**config.mk**
```make
export PLATFORM = sky130hd
export DESIGN_NAME = demux_3s_buf_flat
export DESIGN_NICKNAME = d
export VERILOG_FILES = /design/src/rtl/demux_3s_buf_if.sv /design/src/rtl/demux_3s_buf.sv /design/src/flat_wrapper.sv
export SDC_FILE = /design/constraint.sdc
export NUM_CORES = 1
export LEC_CHECK = 0
export ABC_CLOCK_PERIOD_IN_PS = 1500
export CAP_MARGIN = 20
export CORE_MARGIN = 3
export CORE_UTILIZATION = 44
export CTS_CLUSTER_SIZE = 10
export DETAILED_ROUTE_END_ITERATION = 6
export PLACE_DENSITY = 0.78
export SLEW_MARGIN = 40
export SYNTH_ARGS = -nofsm -noshare
export SYNTH_HDL_FRONTEND = slang
export SYNTH_SLANG_ARGS = --single-unit
```
**constraint.sdc**
```tcl
create_clock -name clk -period 1.5 [get_ports clk]
set_input_delay 0.3 -clock clk [delete_from_list [all_inputs] [get_ports clk]]
set_output_delay 0.3 -clock clk [all_outputs]
set_load 0.03 [all_outputs]
```
**src/rtl/demux_3s_buf_if.sv**
```systemverilog
// demux_3s_buf_if: producer/consumer bundle for the 1-to-8 buffered demux
// Signals:
//   d, sel, in_valid -> word offered by the producer, channel code, offer strobe
//   in_ready         <- demux accepts the offered word this cycle
//   out_ready        -> per-channel consumer take strobes
//   o, o_valid       <- packed channel words (channel k at o[k*w +: w]) and full flags
// Modports: master = producer/consumer side, slave = demux side.
interface demux_3s_buf_if #(
    parameter int w = 4
);
    logic [w-1:0]   d;
    logic [2:0]     sel;
    logic           in_valid;
    logic           in_ready;
    logic [7:0]     out_ready;
    logic [8*w-1:0] o;
    logic [7:0]     o_valid;

    modport master (
        output d, sel, in_valid, out_ready,
        input  in_ready, o, o_valid
    );

    modport slave (
        input  d, sel, in_valid, out_ready,
        output in_ready, o, o_valid
    );
endinterface

```
**src/rtl/demux_3s_buf.sv**
```systemverilog
// demux_3s_buf: registered 1-to-8 demux with a one-entry holding buffer per channel
// Ports:
//   clk  rising-edge clock
//   rst  asynchronous active-high reset; clears every channel word and flag
//   bus  demux_3s_buf_if.slave: d/sel/in_valid/in_ready input handshake,
//        out_ready/o/o_valid per-channel output handshake
// Parameter w: word width in bits.
module demux_3s_buf #(
    parameter int w = 4
) (
    input  logic           clk,
    input  logic           rst,
    demux_3s_buf_if.slave  bus
);
    logic [7:0]     full_q, full_n, acc, drn;
    logic [8*w-1:0] data_q, data_n;

    // in_ready looks only at the addressed channel, so full channels elsewhere never stall the input
    assign bus.in_ready = !full_q[bus.sel] || bus.out_ready[bus.sel];

    always_ff @(posedge clk or posedge rst) begin
        if (rst) begin
            full_q <= '0;
            data_q <= '0;
        end else begin
            full_q <= full_n;
            data_q <= data_n;
        end
    end

    // A fill wins over a drain on the same channel, giving bubble-free streaming;
    // a drain alone clears only the flag and leaves the stale word in place.
    always_comb begin
        acc    = (bus.in_valid && bus.in_ready) ? (8'b1 << bus.sel) : 8'b0;
        drn    = full_q & bus.out_ready;
        full_n = (full_q & ~drn) | acc;
        data_n = data_q;
        for (int k = 0; k < 8; k++)
            data_n[k*w +: w] = acc[k] ? bus.d : data_q[k*w +: w];
    end

    always_comb begin
        bus.o       = data_q;
        bus.o_valid = full_q;
    end
endmodule

```
**src/flat_wrapper.sv**
```systemverilog
// flat-port wrapper written by rule: the top's interface ports become plain ports
module demux_3s_buf_flat 
#(
    parameter int w = 4
)
  (clk, rst, bus_d, bus_sel, bus_in_valid, bus_out_ready, bus_in_ready, bus_o, bus_o_valid);
  demux_3s_buf_if #(.w(w)) bus_i ();
  input  logic clk;
  input  logic rst;
  input wire logic [$bits(bus_i.d)-1:0] bus_d;
  input wire logic [$bits(bus_i.sel)-1:0] bus_sel;
  input wire logic [$bits(bus_i.in_valid)-1:0] bus_in_valid;
  input wire logic [$bits(bus_i.out_ready)-1:0] bus_out_ready;
  output wire logic [$bits(bus_i.in_ready)-1:0] bus_in_ready;
  output wire logic [$bits(bus_i.o)-1:0] bus_o;
  output wire logic [$bits(bus_i.o_valid)-1:0] bus_o_valid;
  assign bus_i.d = bus_d;
  assign bus_i.sel = bus_sel;
  assign bus_i.in_valid = bus_in_valid;
  assign bus_i.out_ready = bus_out_ready;
  assign bus_in_ready = bus_i.in_ready;
  assign bus_o = bus_i.o;
  assign bus_o_valid = bus_i.o_valid;
  demux_3s_buf #(.w(w)) u_core (.clk(clk), .rst(rst), .bus(bus_i));
endmodule
```
==> results of run 1 <==
flip-flops by register name, indices dropped and copies added (netlist names):
name and flops:
u_core.bus.o 32, u_core.bus.o_valid 8
cells by family after synthesis:
group / Yosys count
mux: 35
compound gates: 2
flops: 40
simple gates: 30
buf+inv: 2
tightest hold or removal path, delay by kind of cell:
| kind | cells | cell delay, ns |
|---|---|---|
| buffers and inverters | 3 | 0.73 |
synthesized netlist by cell type:
cell and instances:
nand3_1 1, nor3_4 1, mux2_4 1, buf_6 1, nand4b_1 2, nor3b_1 2, or2_2 4, mux4_2 1
nor3b_4 1, nor2_1 1, nor2b_1 5, nand2_2 1, nand4_1 1, nand2b_1 4, nand2_4 1, mux2_2 32
mux2i_1 1, a21oi_1 2, nand2_1 4, inv_1 1, nor4b_4 2, dfrtp_1 40
final cells by class:
class,count,area share [%]
clock buffer,5,2.58
clock inverter,3,1.60
inverter,1,0.141
multi-input combinational,67,28.4
sequential,40,37.9
tap,46,2.16
timing repair buffer,81,27.2
power by group:
| part | internal (mW) | switching, mW |
|---|---|---|
| Clock | 0.492 | 0.385 |
| Sequential | 1.29 | 0.110 |
| Combinational | 0.474 | 0.669 |
| Total | 2.25 | 1.16 |
worst min path at each step:
| stage | from | endpoint | slack, ns | cells past startpoint |
|---|---|---|---|---|
| 2_1_floorplan | bus_d[0] | u_core.bus.o[0] | 0.45 | 1 |
| 3_3_place_gp | u_core.bus.o[2] | u_core.bus.o[2] | 0.49 | 1 |
| 3_5_place_dp | u_core.bus.o[7] | u_core.bus.o[7] | 0.49 | 1 |
| 4_1_cts | rst | u_core.bus.o[9] | 0.39 | 3 |
| 5_1_grt | rst | u_core.bus.o_valid[0] | 0.39 | 3 |
| 6_report | rst | u_core.bus.o_valid[0] | 0.37 | 3 |
per-stage QoR:
stage	power [mW]	instances	setup TNS [ns]	worst slack (ns)	utilization [%]
floorplan	2.07	109	-0.158	-0.158	-
global placement	2.63	226	-15.41	-1.04	69.8
detailed placement	2.66	226	-17.37	-1.07	69.8
CTS	3.42	238	-0.430	-0.426	74.2
global route	3.57	243	-0.640	-0.450	76.2
finish	3.42	243	-0.534	-0.412	76.2
metal layers:
metal  up-vias  routed length (µm)  part of all wire [%]
li1        561                   -                     -
met1       596                1780                    42
met2        36                2150                    51
met3         7                 248                   5.8
met4         0                  61                   1.4
met5         -                   0                     0
timing repair:
action                     CTS  global route
pin swaps                    2             3
setup endpoints to repair   73            22
resized for setup           71            12
buffers inserted             4             5
hold buffers                 0             0
==> impl_metrics.tcl, run 1 <==
set metrics [dict create \
    area_growth_pct 58.8 \
    crit-reg2reg-launch "u_core.bus.o_valid[6]" \
    slew_headroom_pct 76.4 \
    path_clk_slew_ns 0.08 \
    clock_sinks 40 \
    dieWidth_um 67.8 \
    fp.dieH_um 67.8 \
    synth_warnings 0 \
    n_antenna_cell 0 \
    yosysSeqAreaShare_pct 59.7 \
    synthSimpleGateAreaFrac_pct 14.5 \
    slew_viol_final 0 \
    gp_congestion 0.784 \
    antenna_found_initial 0 \
    drv_cap 0 \
    tightestPinTransition_ns 0.352 \
    ys_ff_latch 40 \
    crit_family "multiplexers" \
    cp.required_ns 1.20 \
    synthCells 109 \
    seq_area_mm2 0.00101 \
    ant_nets 0 \
    rows 21 \
    synthAdderAreaFrac_pct 0 \
    final_cell_area_mm2 0.00266 \
    die-area_mm2 0.00459 \
    routed_wirelength_mm 4.24 \
    drc 0 \
    max-clock-path-buffers 2 \
    vias 1200 \
    path_cells "nand2b_4, mux2_4, mux4_2, buf_6" \
    crit_cells 4 \
    synth_top_family_by_area "multiplexers" \
    insertion_delay_ns 0.29 \
    rr_endpoint "u_core.bus.o[24]" \
    cts_htree_levels 2 \
    worstSetupEndpoint "bus_in_ready" \
    grt_pass1_vias 1306 \
    crit_buf_inv 1 \
    setup_viol 5 \
    layout_commonest_cell "dlygate4sd2_1" \
    fin_skew_ns 0.00333 \
    r2r_cells 5 \
    grt_usage_pct 20.4 \
    ir_drop_mv 0.919 \
    grtUsageMet1_pct 24.4 \
    final_cell_mix "dlygate4sd2_1 (46), dfrtp_1 (34), mux2_2 (22)" \
    slowest_delay_ns 0.46 \
    multi_input_area_um2 757 \
    fmax_mhz 523 \
    rsz0062_at_grt "true" \
    netlist.area_leader.share_pct 59.7 \
    post_drt_wl_per_cell_um 17.5 \
    critPathKind "reg -> out" \
    rrSetupSlack_ns -0.03 \
    pin_count 59 \
    cts_made_buffers 5 \
    synthMuxAreaShare_pct 24.3 \
    first_iter_violations 27 \
    met3_usage_pct 5.66 \
    grt-ovfl-total 0 \
    grt_max_degree 41 \
    cts-root-buf "clkbuf_8" \
    grtUsageMet2_pct 34.8 \
    min_period_ns 1.91 \
    syn-cell-area_mm2 0.00168 \
    leakage_nw 1.31 \
    setup_slack_ns -0.412 \
    violations "negative setup slack" \
    grt_pass1_wl_mm 6.58 \
    cp-startpoint "u_core.bus.o_valid[0]" \
    whs_ns 0.372 \
    coreArea_mm2 0.00349 \
    yosys.area.top_type "dfrtp_1" \
    cp-start-kind "flip-flop" \
    synth_xor_area_share_pct 0 \
    synthesis.nets 127 \
    nNetsFinal 214 \
    cpMaxStageDelayCell "mux4_2" \
    fillers 243 \
    drtPass1Iterations 4 \
    final_layout_size_suffix_gt1_share_pct 46.7 \
    status "finished, violations left" \
    cp_max_fo 2 \
    worst_setup_path_end_kind "primary output" \
    fin_crit_sh_pct 127 \
    synth_compound_area_share_pct 0.597 \
    dpl.hpwl_mm 2.96 \
    yosysUniqueCellTypes 22 \
    timing_hold_violations_final 0 \
    place_area_mm2 0.00244 \
    syn_avg_cell_area_um2 15.4 \
    powerDensity_mw_per_mm2 1280 \
    grt-busiest-layer "met2" \
    critPathArrivalTime_ns 1.61 \
    via_per_inst 4.94 \
    synthTopCellsByArea "dfrtp_1 (60%), mux2_2 (21%), nor4b_4 (2.8%)" \
    port-buffer-count 58 \
    initial_core_util_pct 48.0 \
    cts_tree "built" \
    min_path_type "in -> async" \
]
Power figures use the tool's default switching activity.
==> inputs of run 2 (changes only) <==
--- a/config.mk
+++ b/config.mk
@@ -17,2 +17,3 @@
 export SYNTH_HDL_FRONTEND = slang
 export SYNTH_SLANG_ARGS = --single-unit
+export TNS_END_PERCENT = 100
==> constraint.sdc (replaced) <==
create_clock -name clk -period 1.5 [get_ports clk]
set_input_delay 0.225 -clock clk [delete_from_list [all_inputs] [get_ports clk]]
set_output_delay 0.225 -clock clk [all_outputs]
set_load 0.03 [all_outputs]
==> run 2 against run 1 <==
Against the previous run: first-iteration DRC count grew 7.4%; sequential cell count is the same; the flow still finishes with violations (negative setup slack); critical endpoint unchanged; largest cell class unchanged; utilization grew 0.68 points; sequential power is essentially flat; clock power shrank 3.1%; design area grew 0.89%; worst hold slack lost 0.082 ns; sequential share of layout area shrank 0.33 points; die area is the same; routed wire length grew 9.2%; total power is essentially flat; final cell count grew 0.41%.
==> impl_metrics.tcl, run 2 (synthesis results as in run 1) <==
set metrics [dict create \
    rr_endpoint "u_core.bus.o[27]" \
    port-buffer-count 58 \
    critPathKind "reg -> out" \
    cp_max_fo 2 \
    cts_htree_levels 2 \
    cts_made_buffers 5 \
    rrSetupSlack_ns 0 \
    crit-reg2reg-launch "u_core.bus.o_valid[6]" \
    first_iter_violations 29 \
    ant_nets 0 \
    tightestPinTransition_ns 0.400 \
    cp.required_ns 1.27 \
    layout_commonest_cell "dlygate4sd2_1" \
    min_path_type "in -> async" \
    grt-ovfl-total 0 \
    nNetsFinal 214 \
    cp-start-kind "flip-flop" \
    clock_sinks 40 \
    dpl.hpwl_mm 3.08 \
    final_layout_size_suffix_gt1_share_pct 45.2 \
    cts-root-buf "clkbuf_8" \
    post_drt_wl_per_cell_um 19.0 \
    setup_viol 2 \
    dieWidth_um 67.8 \
    routed_wirelength_mm 4.63 \
    min_period_ns 1.82 \
    drv_cap 0 \
    path_clk_slew_ns 0.07 \
    whs_ns 0.290 \
    status "finished, violations left" \
    timing_hold_violations_final 0 \
    via_per_inst 5.19 \
    gp_congestion 0.777 \
    fp.dieH_um 67.8 \
    r2r_cells 5 \
    final_cell_mix "dlygate4sd2_1 (43), dfrtp_1 (34), mux2_2 (20)" \
    fin_crit_sh_pct 121 \
    largest_reg_flops 32 \
    setup_slack_ns -0.318 \
    ir_drop_mv 0.820 \
    antenna_found_initial 0 \
    slew_viol_final 0 \
    critPathArrivalTime_ns 1.59 \
    rows 21 \
    fmax_mhz 550 \
    initial_core_util_pct 48.0 \
    powerDensity_mw_per_mm2 1270 \
    fin_skew_ns 0.00456 \
    place_area_mm2 0.00244 \
    drc 0 \
    grt_usage_pct 21.7 \
    final_cell_area_mm2 0.00269 \
    power_mw 3.41 \
    grt_max_degree 41 \
    multi_input_area_um2 764 \
    max-clock-path-buffers 2 \
    rsz0062_at_grt "true" \
    worst_setup_path_end_kind "primary output" \
    coreArea_mm2 0.00349 \
    die-area_mm2 0.00459 \
    pin_count 59 \
    area_growth_pct 60.2 \
    insertion_delay_ns 0.28 \
    cts_tree "built" \
    drtPass1Iterations 5 \
    slew_headroom_pct 73.3 \
    grt_pass1_wl_mm 7.00 \
    grt_pass1_vias 1369 \
    seq_area_mm2 0.00101 \
    leakage_nw 1.33 \
    fillers 246 \
    holdBufCountCts 0 \
    vias 1267 \
    violations "negative setup slack" \
    dp_worst_setup_slack_ns -0.927 \
]
-- run 2: cell count changes in the layout (fill, tap and decap cells not counted), sizes merged --
cell           before  now
clkdlybuf4s15       1    0
dlygate4sd2        46   43
clkdlybuf4s50       8   11
diode               0    1
dlymetal6s2s        1    3
clkinvlp            1    0
-- run 2: layer usage --
layer | routed length [µm] | up-vias | share of wire [%] | track usage, %
met5 | 0 | - | 0 | 0
met4 | 62 | 0 | 1.3 | 7.34
met3 | 353 | 8 | 7.6 | 7.49
met2 | 2440 | 55 | 53 | 38.3
met1 | 1780 | 639 | 38 | 24.1
li1 | - | 565 | - | -
-- run 2: through the flow --
stage,utilization [%],cells,setup TNS [ns]
after floorplan,-,109,-0.0825
after global placement,69.8,226,-12.29
after detailed placement,69.8,226,-15.14
after CTS,75.1,240,-0.324
after global routing,76.8,243,-0.604
final,76.9,244,-0.318
-- run 2: area by class of cell --
cell class	instances	share of cell area, %
antenna	1	0.0931
clock buffer	6	2.70
clock inverter	2	1.30
inverter	1	0.140
multi-input combinational	67	28.4
sequential	40	37.5
tap	46	2.14
timing repair buffer	81	27.7
-- run 2: how the worst max path moves through the flow --
| stage | from | endpoint | slack [ns] |
|---|---|---|---|
| floorplan | u_core.bus.o_valid[0] | bus_in_ready | -0.08 |
| global placement | bus_sel[1] | bus_in_ready | -0.89 |
| detailed placement | bus_sel[1] | bus_in_ready | -0.93 |
| CTS | u_core.bus.o_valid[0] | bus_in_ready | -0.32 |
| global route | u_core.bus.o_valid[0] | bus_in_ready | -0.36 |
| finish | u_core.bus.o_valid[0] | bus_in_ready | -0.32 |
-- run 2: power by group --
part / switching [mW] / internal, mW / total (mW) / leakage [nW]
Clock: 0.357 / 0.494 / 0.850 / 0.0552
Combinational: 0.681 / 0.487 / 1.17 / 0.790
Sequential: 0.111 / 1.29 / 1.40 / 0.483
Total: 1.15 / 2.27 / 3.41 / 1.33
-- run 2: critical path, cell delays in order (launching register included) --
cell and delay [ns]:
dfrtp_2 0.38, nand2b_4 0.05, mux2_4 0.26, mux4_2 0.46, buf_6 0.15
-- run 2: repair_timing --
| item | in CTS | in global routing |
|---|---|---|
| pin swaps | 3 | 3 |
| endpoints found under the setup margin | 73 | 25 |
| buffers inserted | 6 | 4 |
| gates resized for setup | 69 | 12 |
==> inputs of run 3 (changes only) <==
Settings changed: CELL_PAD_IN_SITES_DETAIL_PLACEMENT set to 1, CELL_PAD_IN_SITES_GLOBAL_PLACEMENT set to 1, CORE_MARGIN 3 to not set, CORE_UTILIZATION 44 to 35, HOLD_SLACK_MARGIN set to 0.08, PLACE_DENSITY 0.78 to not set, PLACE_DENSITY_LB_ADDON set to 0.1.
==> run 3 against run 2 <==
Against the previous run: the run ends with design-rule violations, negative setup slack left; sequential power about the same; design area down 3.7%; final cell count up 0.41%; via count down 4.2%; non-clock buffer count down 3; count of clock-buffer cells in the layout up 1; combinational power down 3%; first-iteration DRC count down 21%; die area up 11%; register-to-register slack better by 0.02 ns; total power down 7.1%; critical endpoint unchanged; largest power group unchanged.
==> impl_metrics.tcl, run 3 (synthesis results as in run 1) <==
set metrics [dict create \
    routed_wirelength_mm 4.33 \
    gp_congestion 0.783 \
    initial_core_util_pct 37.5 \
    pin_count 59 \
    worst_setup_path_end_kind "primary output" \
    n_antenna_cell 0 \
    insertion_delay_ns 0.28 \
    critPathArrivalTime_ns 1.60 \
    cts_htree_levels 2 \
    dpl.hpwl_mm 3.13 \
    grt_pass1_vias 1436 \
    final_cell_mix "dlygate4sd2_1 (45), dfrtp_1 (34), mux2_2 (26)" \
    final_layout_size_suffix_gt1_share_pct 43.0 \
    largest_reg_flops 32 \
    path_clk_slew_ns 0.07 \
    fin_crit_sh_pct 122 \
    area_growth_pct 54.2 \
    min_period_ns 1.83 \
    wl_met3_um 242 \
    dr_wl_met2_mm 2.24 \
    first_iter_violations 23 \
    cts_tree "built" \
    clock_sinks 40 \
    timing_hold_violations_final 0 \
    whs_ns 0.316 \
    grt-ovfl-total 0 \
    antenna_found_initial 0 \
    tns_ns -0.329 \
    max-clock-path-buffers 2 \
    wl_met1_mm 1.78 \
    critPathKind "reg -> out" \
    post_drt_wl_per_cell_um 17.7 \
    drv_cap 0 \
    highest_layer "met4" \
    nNetsFinal 211 \
    cts_made_buffers 5 \
    combPwrFrac_pct 35.5 \
    setup_viol 1 \
    violations "design-rule violations, negative setup slack" \
    status "finished, violations left" \
    fin_skew_ns 0.00857 \
    grt_pass1_wl_mm 7.47 \
    drc 4 \
    path_cells "nand2b_4, mux2_4, mux4_2, buf_6" \
    crit_buf_inv 1 \
    grt_max_degree 41 \
    ir_drop_mv 0.834 \
    fp.dieH_um 71.2 \
    final_cell_area_mm2 0.00259 \
    pwr-share-clk_pct 20.7 \
    die-area_mm2 0.00507 \
    power_mw 3.17 \
    vias 1214 \
    port-buffer-count 58 \
    layout_commonest_cell "dlygate4sd2_1" \
    p_switching_mw 1.11 \
    min_path_type "in -> async" \
    power.internal_mw 2.07 \
    p_sw_share_pct 34.9 \
    slowest_delay_ns 0.46 \
    crit_family "multiplexers" \
    cp.required_ns 1.27 \
    cp_max_fo 2 \
    dieWidth_um 71.2 \
    ant_nets 0 \
    drtPass1Iterations 5 \
    grt_usage_pct 19.5 \
    slew_viol_final 0 \
    cts-root-buf "clkbuf_8" \
    place_area_mm2 0.00246 \
    fmax_mhz 547 \
    rsz0062_at_grt "true" \
    powerDensity_mw_per_mm2 1230 \
    pwr-share-seq_pct 43.8 \
    setup_slack_ns -0.329 \
    cpMaxStageDelayCell "mux4_2" \
    coreArea_mm2 0.00447 \
    via_per_inst 4.96 \
    slew_headroom_pct 74.9 \
    tightestPinTransition_ns 0.376 \
    cp-start-kind "flip-flop" \
    rows 24 \
    leakage_nw 1.25 \
]
run 3: cell type report:
type / instances / area, µm²
repair buffers: 78 / 704
clock buffers: 7 / 76.3
inverters: 1 / 3.75
fillers: 453 / 1890
well taps: 52 / 65.1
multi-input cells: 67 / 729
flip-flops and latches: 40 / 1010
run 3: power groups by stage:
| stage | registers, mW | clock network [mW] | logic, mW |
|---|---|---|---|
| floorplan | 1.82 | 0 | 0.249 |
| global placement | 1.41 | 0 | 1.22 |
| detailed placement | 1.41 | 0 | 1.25 |
| CTS | 1.39 | 0.686 | 1.14 |
| global route | 1.42 | 0.725 | 1.19 |
| finish | 1.39 | 0.656 | 1.13 |
run 3: stage by stage:
stage / std cells / setup WS [ns] / util (%)
2_1_floorplan: 109 / -0.0825 / -
3_3_place_gp: 234 / -0.896 / 55.0
3_5_place_dp: 234 / -0.911 / 55.0
4_1_cts: 245 / -0.344 / 57.6
5_1_grt: 245 / -0.384 / 57.8
6_report: 245 / -0.329 / 57.8
run 3: timing repair:
item	4_1_cts	5_1_grt
buffers inserted	4	0
resized for setup	69	2
hold buffers	0	0
pin swaps	3	2
setup endpoints to repair	69	8
run 3: final timing paths:
kind / cells after the start / slack, ns / start / endpoint
hold / removal: 3 / 0.32 / rst / u_core.bus.o[10]
setup reg to reg: 5 / 0.02 / u_core.bus.o_valid[6] / u_core.bus.o[27]
max in group asynchronous: 3 / 0.98 / rst / u_core.bus.o_valid[7]
min in group clk: 4 / 0.43 / bus_out_ready[2] / u_core.bus.o_valid[2]
setup / recovery: 4 / -0.33 / u_core.bus.o_valid[0] / bus_in_ready
hold reg to reg: 1 / 0.50 / u_core.bus.o[1] / u_core.bus.o[1]
run 3: per-layer routing:
layer / vias to the layer above / global-route usage [%]
met5: - / 0
met3: 7 / 3.80
met2: 37 / 34.3
met1: 619 / 23.8
li1: 551 / -
met4: 0 / 7.33
run 3: worst register-to-register path: stages (launching register included):
cell	delay [ns]
dfrtp_2	0.40
nor2b_4	0.13
buf_6	0.11
nor4b_4	0.25
buf_6	0.17
mux2_4	0.30
